===== src/rtl/gray_to_bin_serial.sv =====
// Serial Gray-to-binary decoder: one bit per clock, MSB first, valid/ready on both sides.
// Optional step checker enabled by defining GRAY2BIN_DELTA_CHECK_EN (adds the delta_err port).
module gray_to_bin_serial #(
    parameter int unsigned WIDTH = 4
) (
    input  logic             clk,
    input  logic             rst_n,
    input  logic             in_valid,
    output logic             in_ready,
    input  logic [WIDTH-1:0] gray_in,
    output logic             out_valid,
    input  logic             out_ready,
    output logic [WIDTH-1:0] bin_out,
`ifdef GRAY2BIN_DELTA_CHECK_EN
    output logic             delta_err,
`endif
    output logic             busy
);

    localparam int unsigned     IdxW   = (WIDTH > 1) ? $clog2(WIDTH) : 1;
    localparam logic [IdxW-1:0] IdxMax = IdxW'(WIDTH - 1);

    localparam logic [1:0] StIdle = 2'd0;
    localparam logic [1:0] StConv = 2'd1;
    localparam logic [1:0] StDone = 2'd2;

    logic [1:0]       state_q, state_d;
    logic [WIDTH-1:0] gray_q, gray_d;
    logic [WIDTH-1:0] acc_q, acc_d;
    logic [WIDTH-1:0] bin_q, bin_d;
    logic [IdxW-1:0]  idx_q, idx_d;
    logic             bit_q, bit_d;
    logic             cur_bit;
    logic             accept;
    logic             finish;

    assign accept = (state_q == StIdle) && in_valid;
    assign finish = (state_q == StConv) && (idx_q == '0);

    // bit_q carries the already-resolved higher binary bit; it is 0 ahead of the MSB.
    always_comb begin
        state_d = state_q;
        gray_d  = gray_q;
        acc_d   = acc_q;
        bin_d   = bin_q;
        idx_d   = idx_q;
        bit_d   = bit_q;
        cur_bit = bit_q ^ gray_q[idx_q];
        case (state_q)
            StIdle: begin
                if (in_valid) begin
                    gray_d  = gray_in;
                    idx_d   = IdxMax;
                    bit_d   = 1'b0;
                    state_d = StConv;
                end
            end
            StConv: begin
                acc_d[idx_q] = cur_bit;
                bit_d        = cur_bit;
                if (idx_q == '0) begin
                    bin_d   = acc_d;
                    state_d = StDone;
                end else begin
                    idx_d = idx_q - IdxW'(1);
                end
            end
            StDone: begin
                if (out_ready) begin
                    state_d = StIdle;
                end
            end
            default: state_d = StIdle;
        endcase
    end

    always_ff @(posedge clk) begin
        if (!rst_n) begin
            state_q <= StIdle;
            gray_q  <= '0;
            acc_q   <= '0;
            bin_q   <= '0;
            idx_q   <= IdxMax;
            bit_q   <= 1'b0;
        end else begin
            state_q <= state_d;
            gray_q  <= gray_d;
            acc_q   <= acc_d;
            bin_q   <= bin_d;
            idx_q   <= idx_d;
            bit_q   <= bit_d;
        end
    end

`ifdef GRAY2BIN_DELTA_CHECK_EN
    logic [WIDTH-1:0] prev_q, prev_d;
    logic             prev_vld_q, prev_vld_d;
    logic             pend_q, pend_d;
    logic             derr_q, derr_d;
    logic [WIDTH-1:0] diff;

    // More than one differing bit <=> clearing the lowest set bit leaves something behind.
    assign diff = gray_in ^ prev_q;

    always_comb begin
        prev_d     = prev_q;
        prev_vld_d = prev_vld_q;
        pend_d     = pend_q;
        derr_d     = derr_q;
        if (accept) begin
            prev_d     = gray_in;
            prev_vld_d = 1'b1;
            pend_d     = prev_vld_q && ((diff & (diff - WIDTH'(1))) != '0);
        end
        if (finish) begin
            derr_d = pend_q;
        end
    end

    always_ff @(posedge clk) begin
        if (!rst_n) begin
            prev_q     <= '0;
            prev_vld_q <= 1'b0;
            pend_q     <= 1'b0;
            derr_q     <= 1'b0;
        end else begin
            prev_q     <= prev_d;
            prev_vld_q <= prev_vld_d;
            pend_q     <= pend_d;
            derr_q     <= derr_d;
        end
    end

    assign delta_err = derr_q;
`else
    logic unused_flags;
    assign unused_flags = accept ^ finish;
`endif

    assign in_ready  = (state_q == StIdle);
    assign out_valid = (state_q == StDone);
    assign busy      = (state_q == StConv);
    assign bin_out   = bin_q;

endmodule


===== config.mk =====
export PLATFORM = sky130hd
export DESIGN_NAME = gray_to_bin_serial
export DESIGN_NICKNAME = d
export VERILOG_FILES = /design/src/rtl/gray_to_bin_serial.sv
export SDC_FILE = /design/constraint.sdc
export NUM_CORES = 1
export LEC_CHECK = 0
export CORE_MARGIN = 4
export CORE_UTILIZATION = 25
export DETAILED_ROUTE_END_ITERATION = 16
export GPL_ROUTABILITY_DRIVEN = 0
export GPL_TIMING_DRIVEN = 0
export PLACE_DENSITY = 0.55
export SLEW_MARGIN = 20
export SYNTH_ARGS = -nofsm -noshare
export SYNTH_HDL_FRONTEND = slang
export SYNTH_SLANG_ARGS = --single-unit

===== constraint.sdc =====
create_clock -name clk -period 2 [get_ports clk]
set_clock_uncertainty 0.2 [all_clocks]
set_input_delay 0.4 -clock clk [delete_from_list [all_inputs] [get_ports clk]]
set_output_delay 0.4 -clock clk [all_outputs]
set_load 0.02 [all_outputs]

# == Word level (Yosys, flattened, before mapping) ==
# Cells that the tools add are included.
# totals
out_inout_bits,7
wordCells,39
regBits,17
inputBits,8
# op_classes
order_cmp,2
bitwise,1
eq_ne,6
addsub,1
n_reduce_logical,9
muxes,14
# op_table
op,count
two-way mux 2 bit,5
one-hot mux 2 bit (3 select lines),1
AND reduction 2 bit,3
AND reduction 3 bit,2
bitwise mux 4 bit,1
logical NOT 2 bit,2
"inequality test 2 x 1 -> 1 bit, second input constant",2
"inequality test 2 bit, second input constant",2
one-hot mux 2 bit (2 select lines),1
"< comparator 2 x 3 -> 1 bit, second input constant",1
two-way mux 1 bit,3
binary-select mux 1 bit (select 2 bit),1
demux 1 bit (select 2 bit),1
"equality test 2 x 1 -> 1 bit, second input constant",1
"equality test 2 bit, second input constant",1
"greater-or-equal comparator 2 x 1 -> 1 bit, second input constant",1
one-hot mux 1 bit (2 select lines),1
nonzero test 2 bit,1
"subtractor 2 x 1 -> 2 bit, second input constant",1
logical AND 1 bit,1
bitwise XOR 1 bit,1

# == Longest topological paths before layout ==
# Gate-level depths: netlist (run 1).
# depth
depth_word,5
ltp_mapped,6
mapped_depth_nobuf,5

# == Worst setup path before layout (run 1) ==
# OpenSTA, ideal clock, no wires.
# synth_path
kind,register to register
startpoint,register idx_q[1]
endpoint,register bin_q[0] (netlist: bin_out[0])
stages_incl_launch_ff,4
arrival_time_ns,1.344
synth_period_minus_slack_ns,1.683
slack_ns,0.317
path_buffers,0
required_time_ns,1.661
setup_time_ns,0.139
cell_sequence,dfxtp_1 > mux4_2 > xnor2_2 > a311oi_1
# synth_between
elab_chain_len,5
elab_cells_between_ends,11
cone_classes,order compare: 2; mux: 5; bitwise: 1; reduce/logical: 3
# synth_lines
element,line_no,rtl
from (decl),31,"logic [IdxW-1:0] idx_q, idx_d;"
from (signal assigned),83,idx_q <= IdxMax;
from (signal assigned),90,idx_q <= idx_d;
< comparator 2 x 3 -> 1 bit (not written as such) / greater-or-equal comparator 2 x 1 -> 1 bit (equally long branches),59,acc_d[idx_q] = cur_bit;
logical AND 1 bit (not written as such),59,
two-way mux 1 bit (not written as such),59,
demux 1 bit (select 2 bit),59,
bitwise mux 4 bit,59,
to (signal assigned),89,bin_q <= bin_d;
to (decl),30,"logic [WIDTH-1:0] bin_q, bin_d;"
# Several ways; a longest one is shown, not always the timed one. The select of a mux whose other input is x is not followed.
# A chain may end at the register's enable or synchronous reset.

# == Final worst setup path (run 1) ==
# layout_path
startpoint,register state_q[0]
endpoint,output port busy
# layout_between
elab_chain_len,1
# layout_lines
element,line_no,rtl
from (decl),27,"logic [1:0] state_q, state_d;"
from (signal assigned),79,state_q <= StIdle;
from (signal assigned),86,state_q <= state_d;
equality test 2 x 1 -> 1 bit,142,assign busy = (state_q == StConv);
to (decl),17,output logic busy
# No other way between the ends.

==> results of run 1 <==
[power by group through the flow]
| stage | registers [uW] | clock network (uW) | logic [uW] |
|---|---|---|---|
| floorplan | 367 | 0 | 66.3 |
| global placement | 370 | 0 | 98.1 |
| detailed placement | 370 | 0 | 100 |
| CTS | 363 | 193 | 101 |
| global route | 365 | 197 | 111 |
| finish | 363 | 180 | 100 |
[worst paths after layout]
path,startpoint,to,slack [ns],cells past startpoint
worst max-delay path,state_q[0],busy,0.11,3
worst min-delay path,gray_q[0],gray_q[0],0.31,2
worst max register to register,idx_q[1],bin_out[0],0.13,3
worst min register to register,gray_q[0],gray_q[0],0.31,2
[sequential cells by signal, summed over array words and instances, names as in the netlist]
register and count:
acc_q 4, bin_out 4, bit_q 1, gray_q 4, idx_q 2, state_q 2
[area by class of cell]
class,count,area [um^2],share of cell area (%)
Clock buffer,4,26.3,2.54
Sequential cell,17,342,33.0
Timing Repair Buffer,14,143,13.8
Multi-Input combinational cell,54,435,42.0
Inverter,5,18.8,1.81
Buffer,3,16.3,1.57
Tap cell,44,55.1,5.31
[per-layer routing]
| layer | GRT usage (%) | part of all wire [%] | vias up | wire length, um |
|---|---|---|---|---|
| met5 | 0 | 0 | - | 0 |
| met4 | 1.58 | 0.68 | 0 | 10 |
| met2 | 11.9 | 44 | 11 | 655 |
| li1 | - | - | 319 | - |
| met3 | 3.64 | 4.9 | 2 | 73 |
| met1 | 9.37 | 50 | 279 | 738 |
[logic make-up after synthesis]
kind of cell / after synthesis / share of synthesized area [%]
DFF: 17 / 42.5
adders and majority gates: 5 / 7.81
muxes: 9 / 12.8
AOI/OAI and AO/OA: 17 / 15.3
and+or+nand+nor: 22 / 15.5
buffers and inverters: 8 / 4.06
xor gates and xnor gates: 1 / 2.03
[worst reg2reg max path, delay by kind of cell, from the launching register on]
kind | cells | cell delay, ns
flops | 1 | 0.44
compound gates | 1 | 0.16
mux | 1 | 0.58
xor+xnor | 1 | 0.35
[layout by cell type (no fill, tap or decap)]
cell type and count:
inv_1 5, clkdlybuf4s50_1 11, dlygate4sd2_1 1, nor2b_2 1
nor2b_1 1, ha_1 5, nor3_1 2, a311oi_1 8
clkbuf_4 3, a21oi_1 5, mux4_2 1, mux2i_1 8
dfxtp_1 16, and3b_1 1, nand3_1 1, a21oi_2 1
buf_1 1, clkbuf_1 1, nor3b_2 2, or2_2 4
dfxtp_2 1, a211o_1 1, buf_2 1, o21ai_0 2
dlymetal6s2s_1 1, buf_4 1, nor2_1 8, clkdlybuf4s15_2 1
xnor2_2 1, and2_1 2
[through the flow]
step | area, um^2 | TNS (ns) | setup slack [ns]
after global routing | 1040 | 0 | 0.00317
after floorplan | 801 | 0 | 0.317
after CTS | 1030 | 0 | 0.0158
final | 1040 | 0 | 0.115
after detailed placement | 996 | -0.375 | -0.0921
after global placement | 996 | -0.258 | -0.0710
[repair_timing]
action | in CTS | in global routing
resized for setup | 6 | 3
endpoints found under the setup margin | 2 | 4
pin swaps | 0 | 0
==> results.toml, run 1 <==
[hold_path]
hold_class = "reg2reg"

[yosys]
synth.top_cell.area_share_pct = 42.5
synth.distinct_cells = 22
syn_area_per_cell_um2 = 10.1
synth_seq_cells = 17
yosysSeqAreaShare_pct = 42.5
async_reset_ff_share_pct = 0
yosysWarnings = 0
synthFlopType = "dfxtp_1"
yosysMostFrequentCell = "dfxtp_1"
netlist_area_um2 = 801
ys_top_cells_by_count = "dfxtp_1, a311oi_1, mux2i_1, nor2_1"
yosys.area.top_type = "dfxtp_1"
synth_edf_count = 0
syn_nets = 92
synth.area.top_cells = "dfxtp_1, mux2i_1, a311oi_1"
synth_cells = 79

[timing]
clock.fmax_mhz = 530
rsz0062_at_grt = "no"
setup_viol = 0
final_max_slew_viol_count = 0
hold_ws_ns = 0.309
hold_viol_final = 0
period_needed_ns = 1.89
worst_pin_slew_ns = 0.646
slew_headroom_pct = 56.7
fin_crit_sh_pct = 94.3

[detailed_routing]
remaining_drc_errors = 0
ant_nets = 0
wl_per_cell_um = 10.5
wl_um = 1480
via_per_inst = 4.33
dr_total_vias = 611
dr.first_iter.drc_count = 23
drtPass1Iterations = 3

[clock_network]
cts-root-buf = "clkbuf_4"
cts.reportedPaths.clkPinSlew_ns = 0.10
cts_tree = "yes"
ctsHtreeMaxLevel = 1
clock_path_buffers = 2
clock-sinks = 17
cts_setup_buffers = 0
clock_latency_ns = 0.28
cts_buffers = 3
cts_hold_repair.buffers = 0

[placed_design]
io_buffer_count = 14
dpl.hpwl_um = 1130
dp.cells = 137

[worst_setup_path]
crit_arrival_ns = 1.29
max_stage_delay_ns = 0.38
critPathSlowestCell = "dfxtp_2"
start_kind = "flop"
worstPathCellList = "nor2b_2, buf_4, clkdlybuf4s15_2"
cpLargestDelayFamily = "buffers and inverters"
worst-setup-path-type = "reg2out"
cp_num_buf_inv = 2
path_max_fanout = 10
crit_path_end_kind = "primary output"
required_ns = 1.40

[grt]
grt_usage_pct = 7.55
grt_pass1_wl_um = 2450
grt_overflow_total = 0
antenna_found_initial = 0
grt_max_degree = 11
grt_pass1_vias = 574

[die]
dieHeight_um = 64.6
design.die.area_um2 = 4170
row_count = 20
core_area_um2 = 3050
ios = 15
die_w_um = 64.6
start_util_pct = 26.2

[power]
p_clk_share_pct = 28.0
sw_frac_of_total_pct = 25.4
finalPower_uw = 643
comb_power_share_pct = 15.6
ir_drop_mv = 0.434
p_leak_uw = 0.000410
p_sw_uw = 163
powerDensity_nw_per_um2 = 621
seq_power_share_pct = 56.4
p_int_uw = 480

[final_layout]
antennaDiodeCount = 0
drive_above_1_share_pct = 17.5
layoutNonFillerInstCount = 141
area_delta_synth_final_pct = 29.4
fillCellCount = 355
final_net_count = 111
final_core_util_pct = 33.9

[run_status]
status = "completed"

[run]
max_cap_viol_count = 0
(Power assumes the default switching activity.)
==> run 2: changes to the inputs <==
--- a/config.mk
+++ b/config.mk
@@ -5,12 +5,12 @@
 export SDC_FILE = /design/constraint.sdc
 export NUM_CORES = 1
 export LEC_CHECK = 0
-export CORE_MARGIN = 4
 export CORE_UTILIZATION = 25
 export DETAILED_ROUTE_END_ITERATION = 16
 export GPL_ROUTABILITY_DRIVEN = 0
 export GPL_TIMING_DRIVEN = 0
 export PLACE_DENSITY = 0.55
+export SKIP_CTS_REPAIR_TIMING = 1
 export SLEW_MARGIN = 20
 export SYNTH_ARGS = -nofsm -noshare
 export SYNTH_HDL_FRONTEND = slang
==> run 2 against run 1 <==
Effect of this change: register-to-register slack hardly changed; clock power about the same; sequential power about the same; non-clock buffer count stayed put; via count increased by 0.65%; wire length rose by 0.74%; combinational power about the same; clock-buffer cell count unchanged; critical path type unchanged; critical endpoint unchanged.
==> results.toml, run 2 (synthesized netlist as in run 1, its figures left out) <==
[timing]
fin_crit_sh_pct = 93.4
rsz0062_at_grt = "no"
worst_pin_slew_ns = 0.632
slew_headroom_pct = 57.6
setup_viol = 0
final_max_slew_viol_count = 0
period_needed_ns = 1.87
hold_ws_ns = 0.308
clock.fmax_mhz = 535
hold_viol_final = 0

[final_layout]
multi_input_area_um2 = 428
layoutNonFillerInstCount = 141
layout_commonest_cell = "dfxtp_1"
final_cell_mix = "dfxtp_1, clkdlybuf4s50_1, nor2_1, mux2i_1, a311oi_1"
drive_above_1_share_pct = 15.5
fillCellCount = 349
regArea_um2 = 342
final_core_util_pct = 33.6
area_delta_synth_final_pct = 28.1
final_net_count = 111
final_area_um2 = 1030
antennaDiodeCount = 0

[power]
powerDensity_nw_per_um2 = 624
ir_drop_mv = 0.304
finalPower_uw = 641
p_leak_uw = 0.000419

[worst_setup_path]
path_max_fanout = 10
required_ns = 1.40
timing.rr.end = "bin_out[0]"
crit_path_end_kind = "primary output"
ff2ff_path_depth = 3
reg2reg_from = "idx_q[1]"
worst_setup_path_endpoint = "busy"
start_kind = "flop"
critPathLaunch = "state_q[0]"
ff2ff_setup_slack_ns = 0.14
worst-setup-path-type = "reg2out"
crit_arrival_ns = 1.27

[grt]
antenna_found_initial = 0
grt_pass1_vias = 577
grt_pass1_wl_um = 2590
grt_overflow_total = 0
grt_max_degree = 11
grt_usage_pct = 10.2

[placed_design]
dpl.hpwl_um = 1110
io_buffer_count = 14
dp.cells = 137
dpl_cell_area_um2 = 996

[detailed_routing]
dr_total_vias = 615
wl_per_cell_um = 10.6
remaining_drc_errors = 0
ant_nets = 0
dr.first_iter.drc_count = 8
via_per_inst = 4.36
drtPass1Iterations = 4
wl_um = 1490

[clock_network]
cts_buffers = 3
cts-root-buf = "clkbuf_4"
cts_tree = "yes"
ctsHtreeMaxLevel = 1
cts.reportedPaths.clkPinSlew_ns = 0.09
clock_latency_ns = 0.28
clock-sinks = 17
clock_path_buffers = 2

[die]
die_w_um = 58.6
design.die.area_um2 = 3430
start_util_pct = 26.2
core_area_um2 = 3050
dieHeight_um = 58.6
ios = 15
row_count = 20

[run_status]
status = "completed"

[run]
max_cap_viol_count = 0

[hold_path]
hold_class = "reg2reg"
run 2: changes by cell type in the layout (fill, tap and decap cells not counted), sizes merged:
cell,change
buf,-1
clkbuf,+2
clkdlybuf4s15,-1
dlymetal6s2s,+1
dlygate4sd2,-1
run 2: cell type report:
| class | instances | share of cell area, % |
|---|---|---|
| multi-input cells | 54 | 41.7 |
| flip-flops and latches | 17 | 33.3 |
| repair buffers | 14 | 13.7 |
| well taps | 44 | 5.37 |
| clock buffers | 4 | 2.56 |
| inverters | 5 | 1.83 |
| plain buffers | 3 | 1.59 |
run 2: worst min path at each step:
| stage | startpoint | endpoint | slack [ns] | depth (start not counted) |
|---|---|---|---|---|
| 2_1_floorplan | gray_q[1] | gray_q[1] | 0.25 | 2 |
| 3_3_place_gp | gray_q[3] | gray_q[3] | 0.27 | 2 |
| 3_5_place_dp | gray_q[3] | gray_q[3] | 0.29 | 2 |
| 4_1_cts | gray_q[3] | gray_q[3] | 0.32 | 2 |
| 5_1_grt | acc_q[3] | acc_q[3] | 0.34 | 2 |
| 6_report | gray_q[3] | gray_q[3] | 0.31 | 2 |
run 2: where the power goes:
part / total [uW] / switching [uW] / internal, uW
Clock: 181 / 103 / 77.5
Combinational: 97.4 / 49.3 / 48.1
Sequential: 362 / 10.6 / 352
run 2: layer usage:
metal | vias to the layer above | wire, um | track usage, %
met5 | - | 0 | 0
met4 | 0 | 19 | 4.08
met3 | 2 | 80 | 3.96
met2 | 15 | 662 | 16.3
met1 | 281 | 727 | 12.4
li1 | 317 | - | -
run 2: worst max-delay path, cell delays in order, from the launching register on:
cell and delay (ns):
dfxtp_2 0.38, nor2b_1 0.19, clkbuf_4 0.23, clkbuf_2 0.19
run 2: stage by stage:
stage / setup slack (ns) / setup TNS [ns]
2_1_floorplan: 0.317 / 0
3_3_place_gp: -0.0784 / -0.252
3_5_place_dp: -0.0825 / -0.293
4_1_cts: -0.420 / -0.589
5_1_grt: 0.000907 / 0
6_report: 0.132 / 0
